--- config.mk ---
export PLATFORM = sky130hd
export DESIGN_NAME = payout_flat
export DESIGN_NICKNAME = d
export VERILOG_FILES = /design/src/rtl/payout_if.sv /design/src/rtl/payout.sv /design/src/flat_wrapper.sv
export SDC_FILE = /design/constraint.sdc
export NUM_CORES = 1
export LEC_CHECK = 0
export CAP_MARGIN = 20
export CORE_MARGIN = 5
export CORE_UTILIZATION = 55
export DETAILED_ROUTE_END_ITERATION = 10
export DONT_BUFFER_PORTS = 1
export GPL_TIMING_DRIVEN = 1
export PLACE_DENSITY = 0.7
export REMOVE_ABC_BUFFERS = 1
export SETUP_SLACK_MARGIN = 0.05
export SLEW_MARGIN = 30
export SYNTH_ARGS = -nofsm -noshare
export SYNTH_HDL_FRONTEND = slang
export SYNTH_SLANG_ARGS = --single-unit
--- constraint.sdc ---
create_clock -name clock -period 17.2 [get_ports clock]
set_input_delay 2.58 -clock clock [delete_from_list [all_inputs] [get_ports clock]]
set_output_delay 2.58 -clock clock [all_outputs]
set_load 0.03 [all_outputs]
--- src/rtl/payout_if.sv ---
// Settlement bus between the betting logic and the payout block.
// The betting logic drives the master side; the payout block is the slave.
interface payout_if;
   logic        deal_s;
   logic [15:0] wager_i;
   logic        result_v;
   logic [3:0]  hand_rank;
   logic [15:0] money_r;
   logic [15:0] wager_l_o;
   logic [15:0] payout_o;
   logic        busy_o;
   logic        done_o;
   logic        broke_o;

   modport master (
      output deal_s, wager_i, result_v, hand_rank,
      input  money_r, wager_l_o, payout_o, busy_o, done_o, broke_o
   );

   modport slave (
      input  deal_s, wager_i, result_v, hand_rank,
      output money_r, wager_l_o, payout_o, busy_o, done_o, broke_o
   );
endinterface

--- src/rtl/payout.sv ---
// Round settlement: locks the wager at deal, then credits the hand payout
// as a per-cycle count-up toward a saturated target.
module payout #(
   parameter logic [15:0] INIT_MONEY = 16'd1000,
   parameter logic [15:0] MONEY_MAX  = 16'd9999,
   parameter logic [15:0] STEP       = 16'd10
) (
   input logic     clock,
   input logic     reset_c,
   payout_if.slave bus
);

   typedef enum logic [1:0] {StIdle, StLocked, StCount, StDone} state_e;

   state_e      state_q, state_d;
   logic [15:0] money_q, money_d;
   logic [15:0] wager_q, wager_d;
   logic [15:0] payout_q, payout_d;
   logic [15:0] target_q, target_d;
   logic        busy_q, busy_d;
   logic        done_q, done_d;
   logic        broke_q, broke_d;

   logic [7:0]  mult;
   logic [24:0] product;
   logic [15:0] pay_sat;
   logic [16:0] sum;
   logic [15:0] target_calc;
   logic [15:0] wager_lock;
   logic [15:0] credit;
   logic [15:0] step_amt;

   always_comb begin
      unique case (bus.hand_rank)
         4'd1:    mult = 8'd1;
         4'd2:    mult = 8'd2;
         4'd3:    mult = 8'd3;
         4'd4:    mult = 8'd4;
         4'd5:    mult = 8'd5;
         4'd6:    mult = 8'd10;
         4'd7:    mult = 8'd20;
         4'd8:    mult = 8'd25;
         4'd9:    mult = 8'd250;
         default: mult = 8'd0;
      endcase
   end

   // Wide enough that a maximal wager times the royal multiplier cannot wrap.
   always_comb begin
      product     = 25'(wager_q) * 25'(mult);
      pay_sat     = (product > 25'd65535) ? 16'hFFFF : product[15:0];
      sum         = {1'b0, money_q} + {1'b0, pay_sat};
      target_calc = (sum > {1'b0, MONEY_MAX}) ? MONEY_MAX : sum[15:0];
      wager_lock  = (bus.wager_i > money_q) ? money_q : bus.wager_i;
      credit      = target_q - money_q;
      step_amt    = (credit > STEP) ? STEP : credit;
   end

   always_comb begin
      state_d  = state_q;
      money_d  = money_q;
      wager_d  = wager_q;
      payout_d = payout_q;
      target_d = target_q;
      unique case (state_q)
         StIdle: begin
            if (bus.deal_s && money_q != 16'd0) begin
               wager_d  = wager_lock;
               money_d  = money_q - wager_lock;
               payout_d = 16'd0;
               state_d  = StLocked;
            end
         end
         StLocked: begin
            if (bus.result_v) begin
               payout_d = pay_sat;
               target_d = target_calc;
               state_d  = (target_calc > money_q) ? StCount : StDone;
            end
         end
         StCount: begin
            money_d = money_q + step_amt;
            if (money_d == target_q) state_d = StDone;
         end
         StDone: begin
            state_d = StIdle;
         end
      endcase
      // Status flags are registered from next-state so they line up with the state.
      busy_d  = (state_d != StIdle);
      done_d  = (state_d == StDone);
      broke_d = (state_d == StIdle) && (money_d == 16'd0);
   end

   always_ff @(posedge clock or negedge reset_c) begin
      if (!reset_c) begin
         state_q  <= StIdle;
         money_q  <= INIT_MONEY;
         wager_q  <= 16'd0;
         payout_q <= 16'd0;
         target_q <= 16'd0;
         busy_q   <= 1'b0;
         done_q   <= 1'b0;
         broke_q  <= (INIT_MONEY == 16'd0);
      end else begin
         state_q  <= state_d;
         money_q  <= money_d;
         wager_q  <= wager_d;
         payout_q <= payout_d;
         target_q <= target_d;
         busy_q   <= busy_d;
         done_q   <= done_d;
         broke_q  <= broke_d;
      end
   end

   assign bus.money_r   = money_q;
   assign bus.wager_l_o = wager_q;
   assign bus.payout_o  = payout_q;
   assign bus.busy_o    = busy_q;
   assign bus.done_o    = done_q;
   assign bus.broke_o   = broke_q;

endmodule

--- src/flat_wrapper.sv ---
// flat-port wrapper written by rule: the top's interface ports become plain ports
module payout_flat 
#(
   parameter logic [15:0] INIT_MONEY = 16'd1000,
   parameter logic [15:0] MONEY_MAX  = 16'd9999,
   parameter logic [15:0] STEP       = 16'd10
)
  (clock, reset_c, bus_deal_s, bus_wager_i, bus_result_v, bus_hand_rank, bus_money_r, bus_wager_l_o, bus_payout_o, bus_busy_o, bus_done_o, bus_broke_o);
  payout_if bus_i ();
  input logic clock;
  input logic reset_c;
  input wire logic [$bits(bus_i.deal_s)-1:0] bus_deal_s;
  input wire logic [$bits(bus_i.wager_i)-1:0] bus_wager_i;
  input wire logic [$bits(bus_i.result_v)-1:0] bus_result_v;
  input wire logic [$bits(bus_i.hand_rank)-1:0] bus_hand_rank;
  output wire logic [$bits(bus_i.money_r)-1:0] bus_money_r;
  output wire logic [$bits(bus_i.wager_l_o)-1:0] bus_wager_l_o;
  output wire logic [$bits(bus_i.payout_o)-1:0] bus_payout_o;
  output wire logic [$bits(bus_i.busy_o)-1:0] bus_busy_o;
  output wire logic [$bits(bus_i.done_o)-1:0] bus_done_o;
  output wire logic [$bits(bus_i.broke_o)-1:0] bus_broke_o;
  assign bus_i.deal_s = bus_deal_s;
  assign bus_i.wager_i = bus_wager_i;
  assign bus_i.result_v = bus_result_v;
  assign bus_i.hand_rank = bus_hand_rank;
  assign bus_money_r = bus_i.money_r;
  assign bus_wager_l_o = bus_i.wager_l_o;
  assign bus_payout_o = bus_i.payout_o;
  assign bus_busy_o = bus_i.busy_o;
  assign bus_done_o = bus_i.done_o;
  assign bus_broke_o = bus_i.broke_o;
  payout #(.INIT_MONEY(INIT_MONEY), .MONEY_MAX(MONEY_MAX), .STEP(STEP)) u_core (.clock(clock), .reset_c(reset_c), .bus(bus_i));
endmodule
==> impl_results.md, run 1 <==
* Status: complete, no violations
* CP max FO at 19
* Slew Limit Headroom at 43.0%
* GP Congestion at 0.923
* Min-delay worst type: reg -> reg
* Antenna cell count at 0
* Final min period at around 13 ns
* Synth Register Bits at 69
* Total gr overflow at 0
* Critical path type: in -> reg
* Setup Viol. Count Final at 0
* Final hold slack at 0.511 ns
* Util after Layout at between 50 and 60%
* Largest cells by area after synthesis: ha_1 (16%), fa_1 (14%), dfrtp_1 (14%)
* Synth Area per Inst at 8.22 um^2
* Via/cell ratio at 6.14
* Arrival @ worst endpoint at approximately 14 ns
* R2r startpoint: u_core.bus.wager_l_o[1]
* Die Area at 23400 um^2
* Worst setup SP type: input port
* Dominant synthesized flop cell: dfrtp_1
* # rows at 52
* Crit-path slowest cell: nor4_4
* Max Cap Viol at 0
* Cell count after synthesis at around 1.4k
* R2r endpoint: u_core.bus.done_o
* Hold depth at 1
* Async set or reset register ratio after synthesis at 100%
* CP required at 17.45 ns
* Fin crit share at 77.9%
* Layout Skew at 0.0101 ns
* Hold wc startpoint: u_core.target_q[15]
* Hold endpoint: u_core.target_q[15]
* Fraction of layout cells with a size suffix above 1 at 5.14%
* Post-Route Setup TNS at 0 ns
* Yosys warning total at 0
* Crit-path max cell delay at 0.68 ns
* H-tree depth at 3
* Initial core utilization at a little under three fifths
* WL/cell at 20.6 um
* Post-CTS Hold Fix Bufs at 0
* Num CTS Buffers at 9
* Worst Tran Pin Value at 0.855 ns
* Port bufs at 0
* Clock sinks at 69
* Post-route ant nets at 0
* R2r setup slk at between 6 and 7 ns
* Setup bufs post-CTS at 0
* Largest net degree at the start of global routing at 70
* Initial antenna violation count at 0
* Leading cell types by count after synthesis: inv_1 (143), ha_1 (141), nand2_1 (119), a21oi_1 (90), nor2_1 (86)
* Root Buffer: clkbuf_16
* DRC viols at 0
* Final std cells w/o fill at 1632
* Drt first pass iters at 5
* IO Count at 75
* Post-synthesis cell area at ~11000 um^2
* Highest clock rate at 74.7 MHz
* # nets final at approximately 1.6k
* Skew-Pair Late Insertion Delay at ~0.34 ns
* RSZ-0062 raised after global routing: false
* Fin. max-slew vios at 0
* Crit end category: register
* Register area share after synthesis at between 15 and 20%
* Post-synth top area share at 15.7%
* Number of global-route vias before repair at 10.0k
* Drt total wl at 33600 um
* Area Growth Syn to Fin at 5.97%
* Overall Global Routing Usage at 28.4%
* Wire length of the first global-routing pass at between 50000 and 60000 um
* CTS tree: done
* Netlist cell types at 76
* EDFF count, synth at 0
* DP Cell Count at 1616
* Final hold viol count at 0
* Worst-path clk slew at approximately 0.06 ns
* Yosys top cell by area: ha_1
* Initial drt markers at ~800
* Most frequent cell after synthesis: inv_1
* Core ar. at roughly 20000 um^2
* Detailed-route via count at 10.0k
* Die X-Extent at 153 um
* Die H at approximately 150 um
* Worst-case reg-to-reg path depth at 39
* Resized Gates After CTS at 0
* Max clock buf depth at 2
* Hpwl dp at approximately 27000 um
## cell usage in the layout, fill, tap and decap left out, types with 12 or more instances in the layout
cell       instances
inv_1            143
ha_1             141
nand2_1          119
a21oi_1           90
nor2_1            86
fa_1              80
o21ai_0           73
dfrtp_1           63
and2_1            49
nor2b_1           47
xnor2_1           41
xor2_1            35
nand3_1           30
a21o_1            28
nor3_1            26
a31oi_1           19
o211ai_1          18
nand2b_1          18
o2bb2ai_1         15
conb_1            13
a211oi_1          12
nand4_1           12
buf_4             12
## per-stage QoR
step | setup WS (ns) | cell area [um^2]
2_1_floorplan | 3.37 | 11100
3_3_place_gp | 3.52 | 11600
3_5_place_dp | 3.56 | 11600
4_1_cts | 3.91 | 11900
5_1_grt | 3.00 | 11900
6_report | 3.81 | 11900
## worst max-delay path: cells and delay by family
kind	cells	cell delay (ns)
buffers and inverters	4	0.41
AOI/OAI and AO/OA	16	3.95
muxes	2	0.51
adders and majority gates	7	3.14
and+or+nand+nor	11	3.04
## sequential cells by signal, summed over array words and instances (netlist names)
signal / flops
u_core.bus.broke_o: 1
u_core.bus.busy_o: 1
u_core.bus.done_o: 1
u_core.bus.money_r: 16
u_core.bus.payout_o: 16
u_core.bus.wager_l_o: 16
u_core.state_q: 2
u_core.target_q: 16
## how the worst max path moves through the flow
| stage | from | end | slack [ns] | depth (start not counted) |
|---|---|---|---|---|
| after global placement | bus_hand_rank[1] | u_core.bus.broke_o | 3.52 | 40 |
| after global routing | bus_hand_rank[1] | u_core.bus.done_o | 3.00 | 40 |
| final | bus_hand_rank[1] | u_core.bus.done_o | 3.81 | 40 |
| after detailed placement | bus_hand_rank[1] | u_core.bus.done_o | 3.56 | 40 |
| after CTS | bus_hand_rank[1] | u_core.bus.done_o | 3.91 | 40 |
| after floorplan | bus_hand_rank[1] | u_core.bus.broke_o | 3.37 | 39 |
## cell families after synthesis
logic type / count (synthesis) / synth area share (%)
buffers and inverters: 190 / 6.37
AO/OA/AOI/OAI: 345 / 20.2
other: 1 / 0.0334
flip-flops: 69 / 15.4
adder cells (fa/ha/maj): 221 / 29.9
AND/OR/NAND/NOR: 453 / 20.7
XOR/XNOR: 76 / 5.92
multiplexers: 13 / 1.36
## routing by layer
metal | track usage (%) | wire [um] | vias up
li1 | - | - | 4775
met1 | 34.1 | 13500 | 4825
met2 | 49.2 | 16300 | 331
met3 | 5.26 | 2210 | 87
met4 | 13.2 | 1580 | 0
met5 | 0 | 0 | -
## layout make-up
| class | instances | area (um^2) |
|---|---|---|
| Multi-Input combinational cell | 1121 | 8870 |
| Sequential cell | 69 | 1730 |
| Tap cell | 270 | 338 |
| Fill cell | 1869 | 8260 |
| Timing Repair Buffer | 12 | 90.1 |
| Clock inverter | 7 | 114 |
| Inverter | 144 | 541 |
| Clock buffer | 9 | 225 |
Power of run 1 is left out: the tool's default activity adds up to more than one toggle a clock period on the data nets, which glitch-free logic cannot reach.
==> run 2: changes to the inputs <==
Settings changed: PLACE_DENSITY 0.7 to 0.73.
Clock period 17.2 ns to 10.84 ns, I/O delays scaled along.
==> run 2 against run 1 <==
Non-clock buffer count increased by 111. Die area unchanged. Worst hold slack improved by 0.0054 ns. Clock-buffer cell count is 5 higher. Sequential share of layout area is 1.2 points lower. Utilization rose by 5.3 points. Setup slack worse by 3.4 ns.
==> impl_results.md, run 2 (synthesized netlist as in run 1, its figures left out) <==
* Port bufs at 0 (unchanged)
* Slew Limit Headroom at 47.2% (+4.3 points)
* Detailed-route via count at 10.6k (+5.7%)
* Highest clock rate at 95.8 MHz
* WL/cell at 20.0 um (-2.8%)
* Buf/Inv on CP at 9 (+5)
* Initial antenna violation count at 0 (unchanged)
* CP required at 11.07 ns (-6.38 ns)
* Status: complete, no violations
* Root Buffer: clkbuf_16
* Area after DPL at 12300 um^2 (+6.4%)
* Max clock buf depth at 2 (unchanged)
* Antenna cell count at 0 (unchanged)
* Max Cap Viol at 0 (unchanged)
* Area Growth Syn to Fin at 15.5%
* Crit-path max cell delay at 0.56 ns (-0.12 ns)
* Num CTS Buffers at 9 (unchanged)
* CP top delay family: adder cells
* Die H at 153 um (unchanged)
* Initial core utilization at 55.7% (unchanged)
* Die X-Extent at 153 um (unchanged)
* Footprint of the multi-input gates at 9150 um^2 (+3.1%)
* Worst-path clk slew at 0.06 ns (about the same)
* DRC viols at 0 (unchanged)
* Hold wc startpoint: u_core.target_q[15]
* Largest net degree at the start of global routing at 70 (unchanged)
* Critical path type: in -> reg
* Drt total wl at 34900 um (+3.8%)
* Register area at 1730 um^2 (unchanged)
* Worst Tran Pin Value at 0.791 ns (-0.0640 ns)
* Number of global-route vias before repair at 10.3k (+3.2%)
* Start point of the critical path: bus_hand_rank[2]
* CP dominant cell by count: buf_4
* R2r setup slk at 1.26 ns (-4.92 ns)
* # rows at 52 (unchanged)
* H-tree depth at 3 (unchanged)
* Most frequent cells in the layout: inv_1 (142), ha_1 (135), buf_4 (122)
* Crit end category: register
* Min-delay worst type: reg -> reg
* Fraction of layout cells with a size suffix above 1 at 15.1% (+9.9 points)
* Skew-Pair Late Insertion Delay at 0.35 ns (about the same)
* Final hold viol count at 0 (unchanged)
* Hpwl dp at 27500 um (+2.9%)
* CP max FO at 8 (-11)
* Crit-path slowest cell: fa_1
* CTS tree: done
* Via/cell ratio at 6.08 (-1.0%)
* Most common cell after layout, fill and taps aside: inv_1
* Overall Global Routing Usage at 29.1% (+0.73 points)
* IO Count at 75 (unchanged)
* Initial drt markers at 947 (+17%)
* Post-CTS Hold Fix Bufs at 0 (unchanged)
* Fillers at 1707 (-8.7%)
* Setup Viol. Count Final at 0 (unchanged)
* Fin crit share at 96.3%
* Design area at 13000 um^2 (+9.0%)
* Clock sinks at 69 (unchanged)
* Die Area at 23400 um^2 (unchanged)
* Worst setup SP type: input port
* Fin. max-slew vios at 0 (unchanged)
* Core ar. at 20200 um^2 (unchanged)
* Final min period at 10.44 ns
* Wire length of the first global-routing pass at 54900 um (+3.5%)
* Layout Skew at 0.00891 ns (-0.00121 ns)
* Total gr overflow at 0 (unchanged)
* Drt first pass iters at 5 (unchanged)
* Post-route ant nets at 0 (unchanged)
* R2r startpoint: u_core.bus.wager_l_o[3]
* # nets final at 1713 (+6.9%)
* GP Congestion at 0.974 (+5.5%)
* Arrival @ worst endpoint at 10.67 ns (-2.97 ns)
-- run 2: cell count changes in the layout (fill, tap and decap cells not counted), sizes merged --
cell,before,now
clkinv,5,2
clkbuf,9,14
buf,12,123
bufinv,3,1
-- run 2: what timing repair did --
item	in CTS	in global routing
pin swaps	0	28
cloned	0	0
buffers inserted	0	11
resized for setup	3	57
endpoints found under the setup margin	4	4
-- run 2: path summary, 6_finish.rpt --
path	end	depth (start not counted)
setup / recovery	u_core.bus.broke_o	45
hold / removal	u_core.target_q[15]	1
setup reg to reg	u_core.bus.broke_o	42
hold reg to reg	u_core.target_q[15]	1
max in group asynchronous	u_core.bus.money_r[3]	0
min in group asynchronous	u_core.target_q[15]	0
-- run 2: area by class of cell --
type / count / share of cell area [%]
Inverter: 144 / 4.16
Clock inverter: 2 / 0.270
Timing Repair Buffer: 123 / 7.14
Multi-Input combinational cell: 1121 / 70.4
Sequential cell: 69 / 13.4
Clock buffer: 14 / 2.03
Tap cell: 270 / 2.60
-- run 2: through the flow --
step                      setup WS [ns]  hold WS [ns]  cells  TNS, ns  util, %
final                             0.401         0.516   1743        0     64.4
after global routing            -0.0876         0.564   1743   -0.160     64.4
after CTS                        0.0735         0.523   1732        0     62.6
after detailed placement         -0.478         0.504   1716    -1.59     61.0
after global placement           -0.131         0.491   1716   -0.266     61.0
after floorplan                   -2.04         0.474   1334   -13.00        -
-- run 2: metal layers --
layer  vias up  share of wire [%]  track usage, %
li1       4999                  -               -
met1      5107                 41            39.2
met2       411                 46            47.8
met3        75                9.0            5.68
met4         0                3.3            8.61
met5         -                  0               0
-- run 2: worst reg2reg max path: cells and delay by family, from the launching register on --
family          cells  cell delay, ns
fa+ha+maj           7            3.01
flops               1            0.85
mux                 1            0.34
compound gates      8            1.87
buf+inv             8            0.95
xor+xnor            1            0.20
simple gates       17            2.28
Power of run 2 is left out for the same reason.
